## config.mk

```make
export PLATFORM = sky130hd
export DESIGN_NAME = lcd8080_write_engine_flat
export DESIGN_NICKNAME = d
export VERILOG_FILES = /design/src/rtl/lcd8080_write_engine_if.sv /design/src/rtl/lcd8080_write_engine.sv /design/src/flat_wrapper.sv
export SDC_FILE = /design/constraint.sdc
export NUM_CORES = 1
export LEC_CHECK = 0
export BUFFER_PORTS_ARGS = -buffer_cell sky130_fd_sc_hd__buf_4
export CORE_ASPECT_RATIO = 0.5
export CORE_MARGIN = 2
export CORE_UTILIZATION = 42
export DETAILED_ROUTE_END_ITERATION = 8
export PLACE_DENSITY = 0.61
export SLEW_MARGIN = 20
export SYNTH_ARGS = -nofsm -noshare
export SYNTH_HDL_FRONTEND = slang
export SYNTH_SLANG_ARGS = --single-unit
```

## constraint.sdc

```tcl
create_clock -name CLOCK_50 -period 3.2 [get_ports CLOCK_50]
set_input_delay 0.64 -clock CLOCK_50 [delete_from_list [all_inputs] [get_ports CLOCK_50]]
set_output_delay 0.64 -clock CLOCK_50 [all_outputs]
set_load 0.05 [all_outputs]
```

## src/rtl/lcd8080_write_engine_if.sv

```systemverilog
// lcd8080_write_engine_if
// Bundles the upstream byte handshake, the status flags and the 8080-style
// LCD bus of the write engine. The engine connects through the slave modport;
// the upstream sequencer (or a bench) uses the master modport.
interface lcd8080_write_engine_if;
    logic       in_valid;
    logic       in_ready;
    logic       in_dc;
    logic [7:0] in_data;
    logic       init_done;
    logic       busy;
    logic       csx;
    logic       resx;
    logic       dcx;
    logic       wrx;
    logic       rdx;
    logic [7:0] db;

    modport master (
        output in_valid, in_dc, in_data,
        input  in_ready, init_done, busy, csx, resx, dcx, wrx, rdx, db
    );

    modport slave (
        input  in_valid, in_dc, in_data,
        output in_ready, init_done, busy, csx, resx, dcx, wrx, rdx, db
    );
endinterface

```

## src/rtl/lcd8080_write_engine.sv

```systemverilog
// lcd8080_write_engine
// Byte-level 8080-parallel write engine for the VMA412 (ILI9341) panel.
// After reset it runs the RESX hardware-reset sequence, then drains a small
// FIFO of {dc, byte} entries, turning each into one timed CSX/DCX/WRX write.
// Optional feature macro: LCD8080_BURST_EN -- when defined, consecutive
// queued bytes share a single CSX low window (no HOLD/IDLE between bytes).
module lcd8080_write_engine #(
    parameter int FIFO_DEPTH    = 4,
    parameter int SETUP_CYC     = 1,
    parameter int WR_LOW_CYC    = 2,
    parameter int WR_HIGH_CYC   = 2,
    parameter int RESX_LOW_CYC  = 500,
    parameter int RESX_WAIT_CYC = 6000000
) (
    input  logic                   CLOCK_50,
    input  logic                   reset,
    lcd8080_write_engine_if.slave  bus
);

`ifdef LCD8080_BURST_EN
    localparam bit BURST_EN = 1'b1;
`else
    localparam bit BURST_EN = 1'b0;
`endif

    localparam int MAX_A   = (SETUP_CYC > WR_LOW_CYC) ? SETUP_CYC : WR_LOW_CYC;
    localparam int MAX_B   = (WR_HIGH_CYC > MAX_A) ? WR_HIGH_CYC : MAX_A;
    localparam int MAX_C   = (RESX_LOW_CYC > MAX_B) ? RESX_LOW_CYC : MAX_B;
    localparam int MAX_CYC = (RESX_WAIT_CYC > MAX_C) ? RESX_WAIT_CYC : MAX_C;
    localparam int CNT_W   = $clog2(MAX_CYC) + 1;
    localparam int PTR_W   = $clog2(FIFO_DEPTH);
    localparam int FC_W    = $clog2(FIFO_DEPTH) + 1;

    localparam logic [FC_W-1:0] FULL_COUNT = FC_W'(FIFO_DEPTH);

    localparam logic [2:0] RST_LOW  = 3'd0;
    localparam logic [2:0] RST_WAIT = 3'd1;
    localparam logic [2:0] IDLE     = 3'd2;
    localparam logic [2:0] SETUP    = 3'd3;
    localparam logic [2:0] WR_LOW   = 3'd4;
    localparam logic [2:0] WR_HIGH  = 3'd5;
    localparam logic [2:0] HOLD     = 3'd6;

    logic [2:0]       state;
    logic [CNT_W-1:0] cnt;
    logic             csx_q;
    logic             resx_q;
    logic             dcx_q;
    logic             wrx_q;
    logic [7:0]       db_q;
    logic             init_done_q;

    logic [8:0]       fifo_mem [FIFO_DEPTH];
    logic [PTR_W-1:0] wr_ptr;
    logic [PTR_W-1:0] rd_ptr;
    logic [FC_W-1:0]  fifo_count;
    logic [8:0]       head;
    logic             in_ready;
    logic             push;
    logic             pop;

    assign in_ready = (fifo_count != FULL_COUNT);
    assign push     = bus.in_valid & in_ready;
    assign head     = fifo_mem[rd_ptr];

    // Pop the FIFO head whenever the FSM is about to start a new byte: from
    // IDLE, or straight out of WR_HIGH when bursting is enabled.
    always_comb begin
        pop = 1'b0;
        if (fifo_count != '0) begin
            if (state == IDLE) begin
                pop = 1'b1;
            end else if (BURST_EN && (state == WR_HIGH) && (cnt == '0)) begin
                pop = 1'b1;
            end
        end
    end

    // FIFO storage; contents need no reset because the pointers define validity.
    always_ff @(posedge CLOCK_50) begin
        if (push) begin
            fifo_mem[wr_ptr] <= {bus.in_dc, bus.in_data};
        end
    end

    // FIFO pointers and occupancy; reset flushes any queued bytes.
    always_ff @(posedge CLOCK_50 or posedge reset) begin
        if (reset) begin
            wr_ptr     <= '0;
            rd_ptr     <= '0;
            fifo_count <= '0;
        end else begin
            if (push) begin
                wr_ptr <= wr_ptr + 1'b1;
            end
            if (pop) begin
                rd_ptr <= rd_ptr + 1'b1;
            end
            if (push && !pop) begin
                fifo_count <= fifo_count + 1'b1;
            end else if (pop && !push) begin
                fifo_count <= fifo_count - 1'b1;
            end
        end
    end

    // Panel reset sequence followed by the per-byte write-cycle FSM; one
    // shared down-counter times every state and all bus pins are registered.
    always_ff @(posedge CLOCK_50 or posedge reset) begin
        if (reset) begin
            state       <= RST_LOW;
            cnt         <= CNT_W'(RESX_LOW_CYC - 1);
            csx_q       <= 1'b1;
            resx_q      <= 1'b0;
            dcx_q       <= 1'b1;
            wrx_q       <= 1'b1;
            db_q        <= 8'h00;
            init_done_q <= 1'b0;
        end else begin
            case (state)
                RST_LOW: begin
                    if (cnt == '0) begin
                        resx_q <= 1'b1;
                        cnt    <= CNT_W'(RESX_WAIT_CYC - 1);
                        state  <= RST_WAIT;
                    end else begin
                        cnt <= cnt - 1'b1;
                    end
                end
                RST_WAIT: begin
                    if (cnt == '0) begin
                        init_done_q <= 1'b1;
                        state       <= IDLE;
                    end else begin
                        cnt <= cnt - 1'b1;
                    end
                end
                IDLE: begin
                    if (pop) begin
                        dcx_q <= head[8];
                        db_q  <= head[7:0];
                        csx_q <= 1'b0;
                        cnt   <= CNT_W'(SETUP_CYC - 1);
                        state <= SETUP;
                    end else begin
                        csx_q <= 1'b1;
                    end
                end
                SETUP: begin
                    if (cnt == '0) begin
                        wrx_q <= 1'b0;
                        cnt   <= CNT_W'(WR_LOW_CYC - 1);
                        state <= WR_LOW;
                    end else begin
                        cnt <= cnt - 1'b1;
                    end
                end
                WR_LOW: begin
                    if (cnt == '0) begin
                        wrx_q <= 1'b1;
                        cnt   <= CNT_W'(WR_HIGH_CYC - 1);
                        state <= WR_HIGH;
                    end else begin
                        cnt <= cnt - 1'b1;
                    end
                end
                WR_HIGH: begin
                    if (cnt == '0) begin
                        if (pop) begin
                            dcx_q <= head[8];
                            db_q  <= head[7:0];
                            cnt   <= CNT_W'(SETUP_CYC - 1);
                            state <= SETUP;
                        end else begin
                            csx_q <= 1'b1;
                            state <= HOLD;
                        end
                    end else begin
                        cnt <= cnt - 1'b1;
                    end
                end
                HOLD: begin
                    state <= IDLE;
                end
                default: begin
                    csx_q <= 1'b1;
                    wrx_q <= 1'b1;
                    state <= IDLE;
                end
            endcase
        end
    end

    assign bus.in_ready  = in_ready;
    assign bus.init_done = init_done_q;
    assign bus.busy      = ~init_done_q | (fifo_count != '0) | (state != IDLE);
    assign bus.csx       = csx_q;
    assign bus.resx      = resx_q;
    assign bus.dcx       = dcx_q;
    assign bus.wrx       = wrx_q;
    assign bus.rdx       = 1'b1;
    assign bus.db        = db_q;

endmodule

```

## src/flat_wrapper.sv

```systemverilog
// flat-port wrapper written by rule: the top's interface ports become plain ports
module lcd8080_write_engine_flat 
#(
    parameter int FIFO_DEPTH    = 4,
    parameter int SETUP_CYC     = 1,
    parameter int WR_LOW_CYC    = 2,
    parameter int WR_HIGH_CYC   = 2,
    parameter int RESX_LOW_CYC  = 500,
    parameter int RESX_WAIT_CYC = 6000000
)
  (CLOCK_50, reset, bus_in_valid, bus_in_dc, bus_in_data, bus_in_ready, bus_init_done, bus_busy, bus_csx, bus_resx, bus_dcx, bus_wrx, bus_rdx, bus_db);
  lcd8080_write_engine_if bus_i ();
  input  logic CLOCK_50;
  input  logic reset;
  input wire logic [$bits(bus_i.in_valid)-1:0] bus_in_valid;
  input wire logic [$bits(bus_i.in_dc)-1:0] bus_in_dc;
  input wire logic [$bits(bus_i.in_data)-1:0] bus_in_data;
  output wire logic [$bits(bus_i.in_ready)-1:0] bus_in_ready;
  output wire logic [$bits(bus_i.init_done)-1:0] bus_init_done;
  output wire logic [$bits(bus_i.busy)-1:0] bus_busy;
  output wire logic [$bits(bus_i.csx)-1:0] bus_csx;
  output wire logic [$bits(bus_i.resx)-1:0] bus_resx;
  output wire logic [$bits(bus_i.dcx)-1:0] bus_dcx;
  output wire logic [$bits(bus_i.wrx)-1:0] bus_wrx;
  output wire logic [$bits(bus_i.rdx)-1:0] bus_rdx;
  output wire logic [$bits(bus_i.db)-1:0] bus_db;
  assign bus_i.in_valid = bus_in_valid;
  assign bus_i.in_dc = bus_in_dc;
  assign bus_i.in_data = bus_in_data;
  assign bus_in_ready = bus_i.in_ready;
  assign bus_init_done = bus_i.init_done;
  assign bus_busy = bus_i.busy;
  assign bus_csx = bus_i.csx;
  assign bus_resx = bus_i.resx;
  assign bus_dcx = bus_i.dcx;
  assign bus_wrx = bus_i.wrx;
  assign bus_rdx = bus_i.rdx;
  assign bus_db = bus_i.db;
  lcd8080_write_engine #(.FIFO_DEPTH(FIFO_DEPTH), .SETUP_CYC(SETUP_CYC), .WR_LOW_CYC(WR_LOW_CYC), .WR_HIGH_CYC(WR_HIGH_CYC), .RESX_LOW_CYC(RESX_LOW_CYC), .RESX_WAIT_CYC(RESX_WAIT_CYC)) u_core (.CLOCK_50(CLOCK_50), .reset(reset), .bus(bus_i));
endmodule
```

==> metrics <==
Compound-Gate Fraction of Synth Area 13.9%; post-synthesis mux area share 7.78%; layout cells sized above 1 23.2%; flops & latches, synth 83; Synth Flop Type dfrtp_1; EDFF count, synth 36; post-cts hold buffer count 0; # DRC 0; outcome complete, no violations; Switching Fraction 26.6%; crit path DAT 2860 ps; sequential cell area fraction in the yosys report 54.3%; Overflow after GRT 0; Initial DRT Pass Iterations 5; Clock Power Share 38.4%; Worst slew margin 42.6%; die area 0.0108 mm2; row count 25; setup slack, reg-to-reg 520 ps; Ant. Diodes 0; CTS resizes 0; Clock Path Buffers 2; Worst Reg2Reg Path Length in Cells 8; worst-skew pair later-pin latency 340 ps; Post-Synth Simple-Gate Area 17.2%; gp weighted congestion 0.944; Psw 687 uW; Leak 0.00180 uW; main combinational cell family by area after synthesis simple AND/OR/NAND/NOR gates; largest cells by area after synthesis edfxtp_1 (26%), dfrtp_1 (22%), dfstp_2 (6.3%); htree depth 3; routed wire length 9590 um; Synth Area in Adders 2.57%; syn nets 384; Mean Syn Cell Area 11.5 um2; I/O pins 28; post-layout min period 2680 ps; synthesized area 0.00418 mm2; Reg2Reg Launch Point u_core.cnt[0]; Synth area leader edfxtp_1; TritonCTS clock tree built; multi-input logic area 0.00179 mm2; post-CTS setup buffer count 0; XOR/XNOR Fraction of Synth Area 1.26%; Post-DRT Antenna Nets 0; maximum vdd drop 0.334 mV; Final Setup Violations 0; nets@finish 412; startpoint types register; global-route wire length before repair 15400 um; CTS clk-pin slew, worst paths 60 ps; fin crit share 83.6%; Starting Density 43.7%; via count 3103; GRT Util Overall 18.6%; Synth Instances 364; HP Class in -> async; Gate power share 11.1%; Reg power frac 50.5%; Slew @ Worst Pin 860 ps; Reg-to-Reg End u_core.cnt[17]; internal power 1900 uW; max-slew violation count 0; Hold Vio Cnt, Final 0; vias per cell 5.83; critical path required time 3390 ps; Pwr Density 537 mW/mm2; initial drt markers 315; Die Ht 74.5 um; Crit Path Max Fanout 10; most numerous cell in the Yosys netlist dfrtp_1; Commonest cells post-synth dfrtp_1 (37), edfxtp_1 (36), nand2_1 (30), nor2_1 (25), nand3_1 (18); TritonCTS Sinks 83; CTS Root Cell clkbuf_16; CTS Buf Count 9; Register Area 0.00227 mm2; max-cap viol count 0; Die Wd 145 um; Worst setup EP type register; dpl hpwl 6670 um; area share of the largest cell type after synthesis 25.9%; port bufs 26; Highest Clock Rate 374 MHz; asr flop ratio synth 56.6%; area grow syn2layout 15.2%; library cells used by synthesis 68; clk_skew 7.23 ps; synth warn 0; core box area 0.00957 mm2; vias in the first global route 2943; WS Path Type reg -> reg; largest net degree at the start of global routing 48; total negative slack 0 ps; fillers 883; initial antenna violation count 0; drt wl/cell 18.0 um; unrepaired setup endpoints after global routing false; utilization after layout 50.3%
cells in the final DEF (no fill, tap or decap), types with 3 or more instances in the layout:
| cell type | count |
|---|---|
| clkbuf_16 | 9 |
| nor2_1 | 25 |
| dfstp_2 | 10 |
| nor3b_1 | 3 |
| a21o_1 | 3 |
| edfxtp_1 | 36 |
| and2_1 | 3 |
| and3_1 | 6 |
| nand2b_1 | 4 |
| dfrtp_1 | 37 |
| xor2_1 | 3 |
| nor3_1 | 7 |
| a21oi_1 | 17 |
| inv_6 | 4 |
| nand3_1 | 18 |
| o211ai_1 | 6 |
| o21ai_0 | 14 |
| nand2_1 | 30 |
| xnor2_1 | 3 |
| o21ai_1 | 12 |
| a31oi_1 | 3 |
| nand4_1 | 4 |
| mux4_2 | 9 |
| ha_1 | 7 |
| mux2_2 | 10 |
| inv_1 | 9 |
| or3_1 | 7 |
| o311ai_1 | 3 |
| buf_4 | 35 |
| o31ai_1 | 5 |
| nor4_1 | 6 |
worst max-delay path by stage:
stage                           end  slack [ps]                  from
4_1_cts              u_core.cnt[23]         570         u_core.cnt[0]
3_5_place_dp         u_core.cnt[23]         590         u_core.cnt[0]
5_1_grt              u_core.cnt[15]         430         u_core.cnt[0]
6_report             u_core.cnt[17]         520         u_core.cnt[0]
3_3_place_gp         u_core.cnt[23]         690         u_core.cnt[0]
2_1_floorplan  u_core.fifo_count[2]         640  u_core.fifo_count[0]
routing by layer:
metal | vias up | global-route usage [%] | share of wire [%]
li1 | 1434 | - | -
met1 | 1546 | 24.2 | 45
met2 | 105 | 31.5 | 48
met3 | 18 | 3.87 | 5.3
met4 | 0 | 7.63 | 1.4
met5 | - | 0 | 0
cells by family after synthesis:
| family | Yosys count |
|---|---|
| simple gates | 132 |
| compound gates | 86 |
| flops | 83 |
| buf+inv | 28 |
| mux | 20 |
| fa+ha+maj | 8 |
| xor+xnor | 6 |
| other cells | 1 |
state kept, by name, summed over array words and instances, names as in the netlist:
name	count
u_core.bus.csx	1
u_core.bus.db	8
u_core.bus.dcx	1
u_core.bus.init_done	1
u_core.bus.resx	1
u_core.bus.wrx	1
u_core.cnt	24
u_core.fifo_count	3
u_core.fifo_mem	36
u_core.rd_ptr	2
u_core.state	3
u_core.wr_ptr	2
critical path, stage by stage, from the launching register on:
cell,delay [ps]
dfstp_2,400
inv_1,140
ha_1,190
nor4b_2,310
nand4_4,210
or2_1,390
buf_4,210
o311ai_1,480
o221ai_1,200
cell type report:
| class | instances | area share (%) |
|---|---|---|
| inverter | 10 | 0.806 |
| tap | 135 | 3.51 |
| multi-input combinational | 253 | 37.2 |
| sequential | 83 | 47.2 |
| clock buffer | 9 | 4.68 |
| timing repair buffer | 35 | 5.46 |
| clock inverter | 7 | 1.20 |
power by group through the flow:
stage | Sequential (uW) | Combinational (uW) | Clock, uW
2_1_floorplan | 1310 | 205 | 0
3_3_place_gp | 1320 | 272 | 0
3_5_place_dp | 1330 | 296 | 0
4_1_cts | 1310 | 297 | 1010
5_1_grt | 1320 | 331 | 1060
6_report | 1300 | 287 | 992
stage by stage:
| step | setup WS (ps) | cells | total power [uW] | hold WS [ps] | instance area, um2 |
|---|---|---|---|---|---|
| detailed placement | 593 | 516 | 1620 | 470 | 4530 |
| CTS | 566 | 532 | 2610 | 488 | 4810 |
| global route | 434 | 532 | 2710 | 484 | 4810 |
| floorplan | 639 | 364 | 1510 | 484 | 4180 |
| global placement | 687 | 516 | 1590 | 451 | 4530 |
| finish | 525 | 532 | 2580 | 460 | 4810 |
(Power assumes the default switching activity.)
